--- src/rtl/wb_defs.sv ---
// Shared write-back definitions: register/data widths and the queued-entry layout.
// Entry layout, MSB first: {valid, a3, wd, pc}.
package wb_defs;
    localparam int REG_W     = 5;
    localparam int DATA_W    = 32;
    localparam int ENTRY_W   = 1 + REG_W + 2 * DATA_W;
    localparam int PC_LSB    = 0;
    localparam int WD_LSB    = DATA_W;
    localparam int A3_LSB    = 2 * DATA_W;
    localparam int VALID_BIT = A3_LSB + REG_W;

    typedef struct packed {
        logic              valid;
        logic [REG_W-1:0]  a3;
        logic [DATA_W-1:0] wd;
        logic [DATA_W-1:0] pc;
    } wb_entry_t;

    function automatic logic entry_hit(input wb_entry_t e, input logic [REG_W-1:0] addr);
        return e.valid && (e.a3 == addr);
    endfunction
endpackage

--- src/rtl/wb_fifo.sv ---
// MDU result queue with per-entry WAW kill and two pending-address lookups.
// Latency: push visible at head on the next cycle; backpressure is the caller's job (count_o).
module wb_fifo
    import wb_defs::*;
#(
    parameter  int DEPTH = 4,
    localparam int PTR_W = $clog2(DEPTH)
) (
    input  logic             clk,
    input  logic             reset,
    input  logic             push_i,
    input  wb_entry_t        push_dat_i,
    input  logic             pop_i,
    input  logic             kill_i,
    input  logic [REG_W-1:0] kill_a3_i,
    input  logic [REG_W-1:0] q1_addr_i,
    input  logic [REG_W-1:0] q2_addr_i,
    output wb_entry_t        head_o,
    output logic [PTR_W:0]   count_o,
    output logic             q1_pending_o,
    output logic             q2_pending_o
);
    wb_entry_t        entry_q [DEPTH];
    logic [PTR_W-1:0] head_q, tail_q;
    logic [PTR_W:0]   count_q, count_d;
    logic [DEPTH-1:0] occupied;
    wb_entry_t        push_ent;
    logic             q1_hit, q2_hit;

    // A slot is live when its distance from head is below the occupancy.
    for (genvar g = 0; g < DEPTH; g++) begin : g_occ
        logic [PTR_W-1:0] off;
        assign off         = PTR_W'(g) - head_q;
        assign occupied[g] = {1'b0, off} < count_q;
    end

    always_comb begin
        push_ent = push_dat_i;
        if (kill_i && (push_dat_i.a3 == kill_a3_i)) begin
            push_ent.valid = 1'b0;
        end
    end

    always_comb begin
        q1_hit = 1'b0;
        q2_hit = 1'b0;
        for (int i = 0; i < DEPTH; i++) begin
            if (occupied[i] && entry_hit(entry_q[i], q1_addr_i)) q1_hit = 1'b1;
            if (occupied[i] && entry_hit(entry_q[i], q2_addr_i)) q2_hit = 1'b1;
        end
    end

    always_comb begin
        case ({push_i, pop_i})
            2'b10:   count_d = count_q + 1'b1;
            2'b01:   count_d = count_q - 1'b1;
            default: count_d = count_q;
        endcase
    end

    always_ff @(posedge clk) begin
        if (reset) begin
            head_q  <= '0;
            tail_q  <= '0;
            count_q <= '0;
            for (int i = 0; i < DEPTH; i++) begin
                entry_q[i].valid <= 1'b0;
            end
        end else begin
            if (kill_i) begin
                for (int i = 0; i < DEPTH; i++) begin
                    if (entry_q[i].a3 == kill_a3_i) entry_q[i].valid <= 1'b0;
                end
            end
            if (push_i) begin
                entry_q[tail_q] <= push_ent;
                tail_q          <= tail_q + PTR_W'(1);
            end
            if (pop_i) begin
                head_q <= head_q + PTR_W'(1);
            end
            count_q <= count_d;
        end
    end

    assign head_o       = entry_q[head_q];
    assign count_o      = count_q;
    assign q1_pending_o = (q1_addr_i != '0) && q1_hit;
    assign q2_pending_o = (q2_addr_i != '0) && q2_hit;
endmodule

--- src/rtl/grf_wb_arbiter.sv ---
// GRF write-back arbiter: pipeline W stage has priority, MDU results queue and drain in idle slots.
// Latency 1 cycle (pipeline), 2 cycles (MDU via queue); m_ready drops at full. Optional WB_TRACE_EN prints commits.
module grf_wb_arbiter
    import wb_defs::*;
#(
    parameter  int DEPTH = 4,
    localparam int PTR_W = $clog2(DEPTH)
) (
    input  logic              clk,
    input  logic              reset,
    input  logic              p_we,
    input  logic [REG_W-1:0]  p_a3,
    input  logic [DATA_W-1:0] p_wd,
    input  logic [DATA_W-1:0] p_pc,
    input  logic              m_valid,
    output logic              m_ready,
    input  logic [REG_W-1:0]  m_a3,
    input  logic [DATA_W-1:0] m_wd,
    input  logic [DATA_W-1:0] m_pc,
    input  logic [REG_W-1:0]  q1_addr,
    input  logic [REG_W-1:0]  q2_addr,
    output logic              q1_pending,
    output logic              q2_pending,
    output logic              WE,
    output logic [REG_W-1:0]  A3,
    output logic [DATA_W-1:0] WD,
    output logic [DATA_W-1:0] PC,
    output logic [PTR_W:0]    count
);
    logic              pw, push, pop;
    wb_entry_t         m_ent, head;
    logic              we_q, we_d;
    logic [REG_W-1:0]  a3_q, a3_d;
    logic [DATA_W-1:0] wd_q, wd_d, pc_q, pc_d;

    // Writes to $0 are dropped at the source so they never win arbitration or kill entries.
    assign pw      = p_we && (p_a3 != '0);
    assign m_ready = count < (PTR_W + 1)'(DEPTH);
    assign push    = m_valid && m_ready;
    assign pop     = !pw && (count != '0);
    assign m_ent   = '{valid: (m_a3 != '0), a3: m_a3, wd: m_wd, pc: m_pc};

    wb_fifo #(.DEPTH(DEPTH)) u_fifo (
        .clk          (clk),
        .reset        (reset),
        .push_i       (push),
        .push_dat_i   (m_ent),
        .pop_i        (pop),
        .kill_i       (pw),
        .kill_a3_i    (p_a3),
        .q1_addr_i    (q1_addr),
        .q2_addr_i    (q2_addr),
        .head_o       (head),
        .count_o      (count),
        .q1_pending_o (q1_pending),
        .q2_pending_o (q2_pending)
    );

    always_comb begin
        we_d = 1'b0;
        a3_d = a3_q;
        wd_d = wd_q;
        pc_d = pc_q;
        if (pw) begin
            we_d = 1'b1;
            a3_d = p_a3;
            wd_d = p_wd;
            pc_d = p_pc;
        end else if (pop) begin
            we_d = head.valid;
            a3_d = head.a3;
            wd_d = head.wd;
            pc_d = head.pc;
        end
    end

    always_ff @(posedge clk) begin
        if (reset) begin
            we_q <= 1'b0;
            a3_q <= '0;
            wd_q <= '0;
            pc_q <= '0;
        end else begin
            we_q <= we_d;
            a3_q <= a3_d;
            wd_q <= wd_d;
            pc_q <= pc_d;
        end
    end

    assign WE = we_q;
    assign A3 = a3_q;
    assign WD = wd_q;
    assign PC = pc_q;

`ifdef WB_TRACE_EN
    always @(posedge clk) begin
        if (we_q && !reset) $display("%d@%h: $%d <= %h", $time, pc_q, a3_q, wd_q);
    end
`endif
endmodule

--- config.mk ---
export PLATFORM = sky130hd
export DESIGN_NAME = grf_wb_arbiter
export DESIGN_NICKNAME = d
export VERILOG_FILES = /design/src/rtl/wb_defs.sv /design/src/rtl/wb_fifo.sv /design/src/rtl/grf_wb_arbiter.sv
export SDC_FILE = /design/constraint.sdc
export NUM_CORES = 1
export LEC_CHECK = 0
export CORE_MARGIN = 5
export CORE_UTILIZATION = 30
export DETAILED_ROUTE_END_ITERATION = 10
export RECOVER_POWER = 25
export SKIP_LAST_GASP = 1
export SLEW_MARGIN = 20
export SYNTH_ARGS = -nofsm -noshare
export SYNTH_HDL_FRONTEND = slang
export SYNTH_HIERARCHICAL = 1
export SYNTH_SLANG_ARGS = --single-unit
--- constraint.sdc ---
create_clock -name clk -period 3.4 [get_ports clk]
set_input_delay 0.34 -clock clk [delete_from_list [all_inputs] [get_ports clk]]
set_output_delay 0.34 -clock clk [all_outputs]
set_load 0.01 [all_outputs]
-- Yosys cells after proc, flatten, opt, wreduce, memory -nomap -nowiden
Memories as Yosys holds them, arrays and structs flattened. A register that Yosys moved wholly into a read port is not among the register bits.
Index checks and enable logic that the tools add are counted.
- output and inout bits: 76
- word-level logic and storage cells: 115
- RAM bits: 280
- memories kept: 1
- register bits: 77
- bits of input ports: 152
- memories (memory ; depth ; width ; read ports ; clocked after memory_dff ; write ports ; line ; source):
    u_fifo.entry_q ; 4 ; 70 ; 5 ; 1 ; 5 ; wb_fifo.sv:23 ; wb_entry_t entry_q [DEPTH];
- mux-type cells: 45
- $add $sub $neg: 8
- $lt $le $gt $ge: 5
- equal/unequal tests: 15
- reduce and logical (&&, ||, !) cells: 30
- bitwise operators: 4
- operators with widths (cell ; count):
    $mux W32 ; 4
    $eq A5 B5 Y1 ; 13
    $mux W1 ; 36
    $logic_and A1 B1 Y1 ; 22
    $reduce_bool A5 Y1 ; 4
    $lt A2 B3 Y1 ; 4
    $mux W5 ; 2
    $pmux W3 S2 ; 1
    $add A2 B1 Y2 const B ; 2
    $mux W2 ; 2
    $or A1 B1 Y1 ; 4
    $reduce_bool A2 Y1 ; 2
    $sub A1 B2 Y2 const A ; 2
    $sub A2 B2 Y2 const A ; 2
    $add A3 B1 Y3 const B ; 1
    $lt A3 B3 Y1 const B ; 1
    $reduce_bool A3 Y1 ; 1
    $sub A3 B1 Y3 const B ; 1
    $eq A2 B1 Y1 const B ; 1
    $eq A2 B2 Y1 const B ; 1
    $logic_not A1 Y1 ; 1

-- Logic depth before layout (Yosys ltp)
An unclocked memory read counts as a cell.
- word-level depth: 9
- depth in mapped cells: 13
- depth with buffers taken out: 10

-- Hierarchy
Netlist, hierarchy kept.
- modules (own cells, without submodules) (module ; cells each ; instances ; seq. area each (um^2) ; area an instance (um^2)):
    wb_fifo ; 552 ; 1 ; 8588.2 ; 11546.1
    grf_wb_arbiter ; 333 ; 1 ; 1401.3 ; 3483.3

-- Worst setup path after synthesis
Ideal clock, no wire load.
- path kind: register to register
- start: register u_fifo.count_q[2] (netlist: u_fifo/count_o[2])
- end: memory u_fifo/entry_q[0][69] in the netlist's numbering, enable pin
- arrival: 2.849 ns
- slack: 0.250 ns
- setup time: 0.301 ns
- required time: 3.099 ns
- cell stages (with the launch flop): 6
- buffers on the path: 0
- period minus slack after synthesis: 3.150 ns
- cell sequence: dfxtp_1 -> nor2b_1 -> inv_1 -> nor2_1 -> and2_1 -> a311o_1
- RTL lines (item ; line ; source):
    start: declaration ; wb_fifo.sv:25 ; logic [PTR_W:0] count_q, count_d;
    start signal: assignment ; wb_fifo.sv:82 ; count_q <= count_d;
    end: declaration ; wb_fifo.sv:23 ;

-- Worst setup path in the final report
- start: register u_fifo.head_q[0]
- end: output q2_pending
- word-level cells in the longest chain between the ends: 8
- elaborated cells between the ends (all ways): 17
- classes of those cells: add/sub: 4; order compare: 4; mux: 4; reduce/logical: 5
- RTL lines (item ; line ; source):
    start: declaration ; wb_fifo.sv:24 ; logic [PTR_W-1:0] head_q, tail_q;
    start signal: assignment ; wb_fifo.sv:80 ; head_q <= head_q + PTR_W'(1);
    $sub A1 B2 Y2 ; wb_fifo.sv:33 ; assign off = PTR_W'(g) - head_q;
    $lt A2 B3 Y1 ; wb_fifo.sv:34 ; assign occupied[g] = {1'b0, off} < count_q;
    $logic_and A1 B1 Y1 ; wb_fifo.sv:49 ; if (occupied[i] && entry_hit(entry_q[i], q2_addr_i)) q2_hit = 1'b1;
    $mux W1 (3 in a row) ; wb_fifo.sv:49 ;
    $mux W1 * ; wb_fifo.sv:49 ;
    $logic_and A1 B1 Y1 * ; wb_fifo.sv:89 ; assign q2_pending_o = (q2_addr_i != '0) && q2_hit;
    end: declaration ; grf_wb_arbiter.sv:23 ; output logic q2_pending,
Every way passes the cells marked *; elsewhere a longest branch is shown, timed or not.

==> metrics.txt <==
register-to-register setup slack=around 0.66 ns; most frequent cells in the layout=edfxtp_1 (280), clkdlybuf4s50_1 (179), dfxtp_1 (76), nor2_1 (71); deepest level of the CTS H-tree=2; CP startpoint kind=flop; vias in the first global route=between 9,000 and 10,000; Tot GR Track Use=13.6%; post-route ant nets=0; P_leak=6.54 nW; Met3 Routed Length=2.31 mm; Highest Clock Rate=324 MHz; setup violators final=0; Rel. slew slack=26.7%; CTS resizes=0; Mapped Nets=approximately 1,000; die height=234 um; hold buffer count at cts=0; Hold Crit Class=in -> reg; share of layout cells above drive strength 1=roughly 18%; Wirelength per Cell=roughly 21 um; setup bufs post-CTS=0; count of input and output buffers=around 230; finished layout cell area=19,400 um2; Max-Cap Viols=0; CP endpoint kind=output port; final hold vios=0; Hold Crit Start=reset; Peak VDD IR=0.365 mV; clock transition at the registers of the reported paths=0.06 ns; Via density=between 4 and 5; Final WS setup=0.312 ns; FP Rows=82; met1 wire length=17.0 mm; post-synthesis cell count=between 800 and 900; largest family of logic cells by synthesized area=multiplexers; CP max-delay cell=clkdlybuf4s50_1; outcome=completed; FF-to-FF path depth=5; Placed Area=18,100 um2; slowest stage delay, CP=0.56 ns; Area growth syn-to-layout=29.3%; Yosys warning total=6; # diodes=0; Worst Hold Depth=2; remaining global-route overflow=0; Post-DP HPWL=24.0 mm; r2r endpoint=WD[7]; WL met2=17.3 mm; Clock Skew=0.0156 ns; setup TNS=0 ns; crit path from=u_fifo/head_q[0]; Avg Cell Area, Syn=17.0 um2; post-synthesis cell area=15,000 um2; GP Congestion=approximately 0.83; post-route minimum period=3.09 ns; clk root buf=clkbuf_16; via count=8,606; max-slew violation count=0; Worst Hold Endpoint=u_fifo/count_o[0]; Async SR Flop Fraction=0%; Net count, final=1,271; drc violations=0; Worst Path Arrival=2.75 ns; RSZ-0062 raised after global routing=no; crit-path most repeated cell=a21oi_1; Worst-Margin Slew=1.10 ns; IO Pins=228; commonest non-fill, non-tap cell in the layout=edfxtp_1; CTS tree=done; Final Cycle Share=about nine tenths; register area share after synthesis=66.5%; Max Root-Sink Buffers=3; pre-CTS setup slack=0.311 ns; CP Max Fanout=6; number of synthesized flops with an enable pin=280; Clock Latency Late Sink=0.55 ns; DR top layer=met5; # clock sinks=359; drt pass-1 iters=8; synthesis-stage register bit count=359; Post-synth top flop=edfxtp_1; mux share of post-synthesis cell area=15.2%; Routed WL=37.4 mm; first-pass GRT wire length=57.0 mm; R2R Path Start=u_fifo/count_o[2]; pin count of the biggest net entering global routing=69; crit-path cells=xnor2_1 > inv_1 > ha_1 > nand2b_1 > o221ai_2 > nor4_1 > a21oi_1 > a21oi_1 > clkdlybuf4s50_1; core box area=49,900 um2; Data required, critical path=roughly 3 ns; clock buffer count from CTS=41; Die X=~230 um; Starting DRT DRC Count=540; simple logic cell fraction of the synthesized area=3.75%; PD cells=692 nW/um2; xor-xnor portion of the synthesized cell area=around 4.1%; initial core utilization=30.1%; complex-gate fraction of the synthesized area=6.73%; initial antenna violation count=8; Distinct cells, synth=40; Die Area=54,700 um2; WS Path Type=reg -> out; Adder-Cell Fraction of Synth Area=0.882%
[cell families (layout without fill, tap and decap cells)]
| family | after synthesis | count (layout) |
|---|---|---|
| mux | 140 | 140 |
| fa+ha+maj | 10 | 10 |
| compound gates | 101 | 101 |
| flops | 359 | 359 |
| xor+xnor | 71 | 71 |
| buf+inv | 85 | 340 |
| simple gates | 119 | 119 |
[cells in the mapped netlist, types with 12 or more instances]
cell type / count / area, um2
buf_2: 17 / 85.1
clkbuf_1: 32 / 120
buf_4: 16 / 120
a221oi_1: 27 / 236
edfxtp_1: 280 / 8410
dfxtp_1: 79 / 1580
xor2_1: 38 / 333
nor2_1: 71 / 267
inv_1: 12 / 45.0
a221oi_2: 30 / 450
a211oi_1: 23 / 173
mux2i_1: 70 / 701
xnor2_1: 33 / 289
mux4_2: 70 / 1580
[cell type report]
cell class	count	area, um2
fill	4670	30400
sequential	359	10000
multi-input combinational	441	4640
timing repair buffer	252	2570
clock buffer	57	1110
tap	672	841
clock inverter	17	234
inverter	14	52.6
[metrics by stage]
stage / hold WS [ns] / instances / total power, W / util (%)
after CTS: 0.264 / 1812 / 0.0137 / 39.0
after global routing: 0.274 / 1812 / 0.0141 / 39.0
final: 0.273 / 1812 / 0.0135 / 39.0
after global placement: 0.547 / 1738 / 0.00918 / 36.3
after floorplan: 0.439 / 885 / 0.00802 / -
after detailed placement: 0.552 / 1738 / 0.00924 / 36.3
[routing by layer]
layer,GRT usage (%),vias to the layer above
met5,0,-
met4,3.32,12
met3,3.68,66
met2,21.3,234
met1,19.1,4346
li1,-,3948
[report_power, final]
part	switching (W)	total (W)	internal, W
clock network	0.00173	0.00439	0.00267
registers	0.000283	0.00545	0.00517
logic	0.00174	0.00361	0.00187
total	0.00375	0.0135	0.00970
[registers in the layout, summed over array words and instances, names as in the netlist, named ones only]
signal	flops
WD	32
PC	32
WE	1
u_fifo/count_o	3
u_fifo/head_q	2
u_fifo/entry_q	280
u_fifo/tail_q	2
A3	5
[worst max path at each step]
| stage | end | slack, ns | cells past startpoint |
|---|---|---|---|
| 3_3_place_gp | u_fifo/count_o[2] | 0.31 | 11 |
| 2_1_floorplan | u_fifo/entry_q[0][69] | 0.25 | 5 |
| 6_report | q2_pending | 0.31 | 9 |
| 3_5_place_dp | u_fifo/count_o[2] | 0.31 | 11 |
| 4_1_cts | q2_pending | 0.15 | 9 |
| 5_1_grt | q2_pending | 0.09 | 9 |
[critical path: cells and delay by family (launching register included)]
family,cells,cell delay (ns)
simple gates,2,0.38
fa+ha+maj,1,0.27
compound gates,3,0.35
flops,1,0.36
buf+inv,2,0.63
xor+xnor,1,0.23
(Power assumes the default switching activity.)
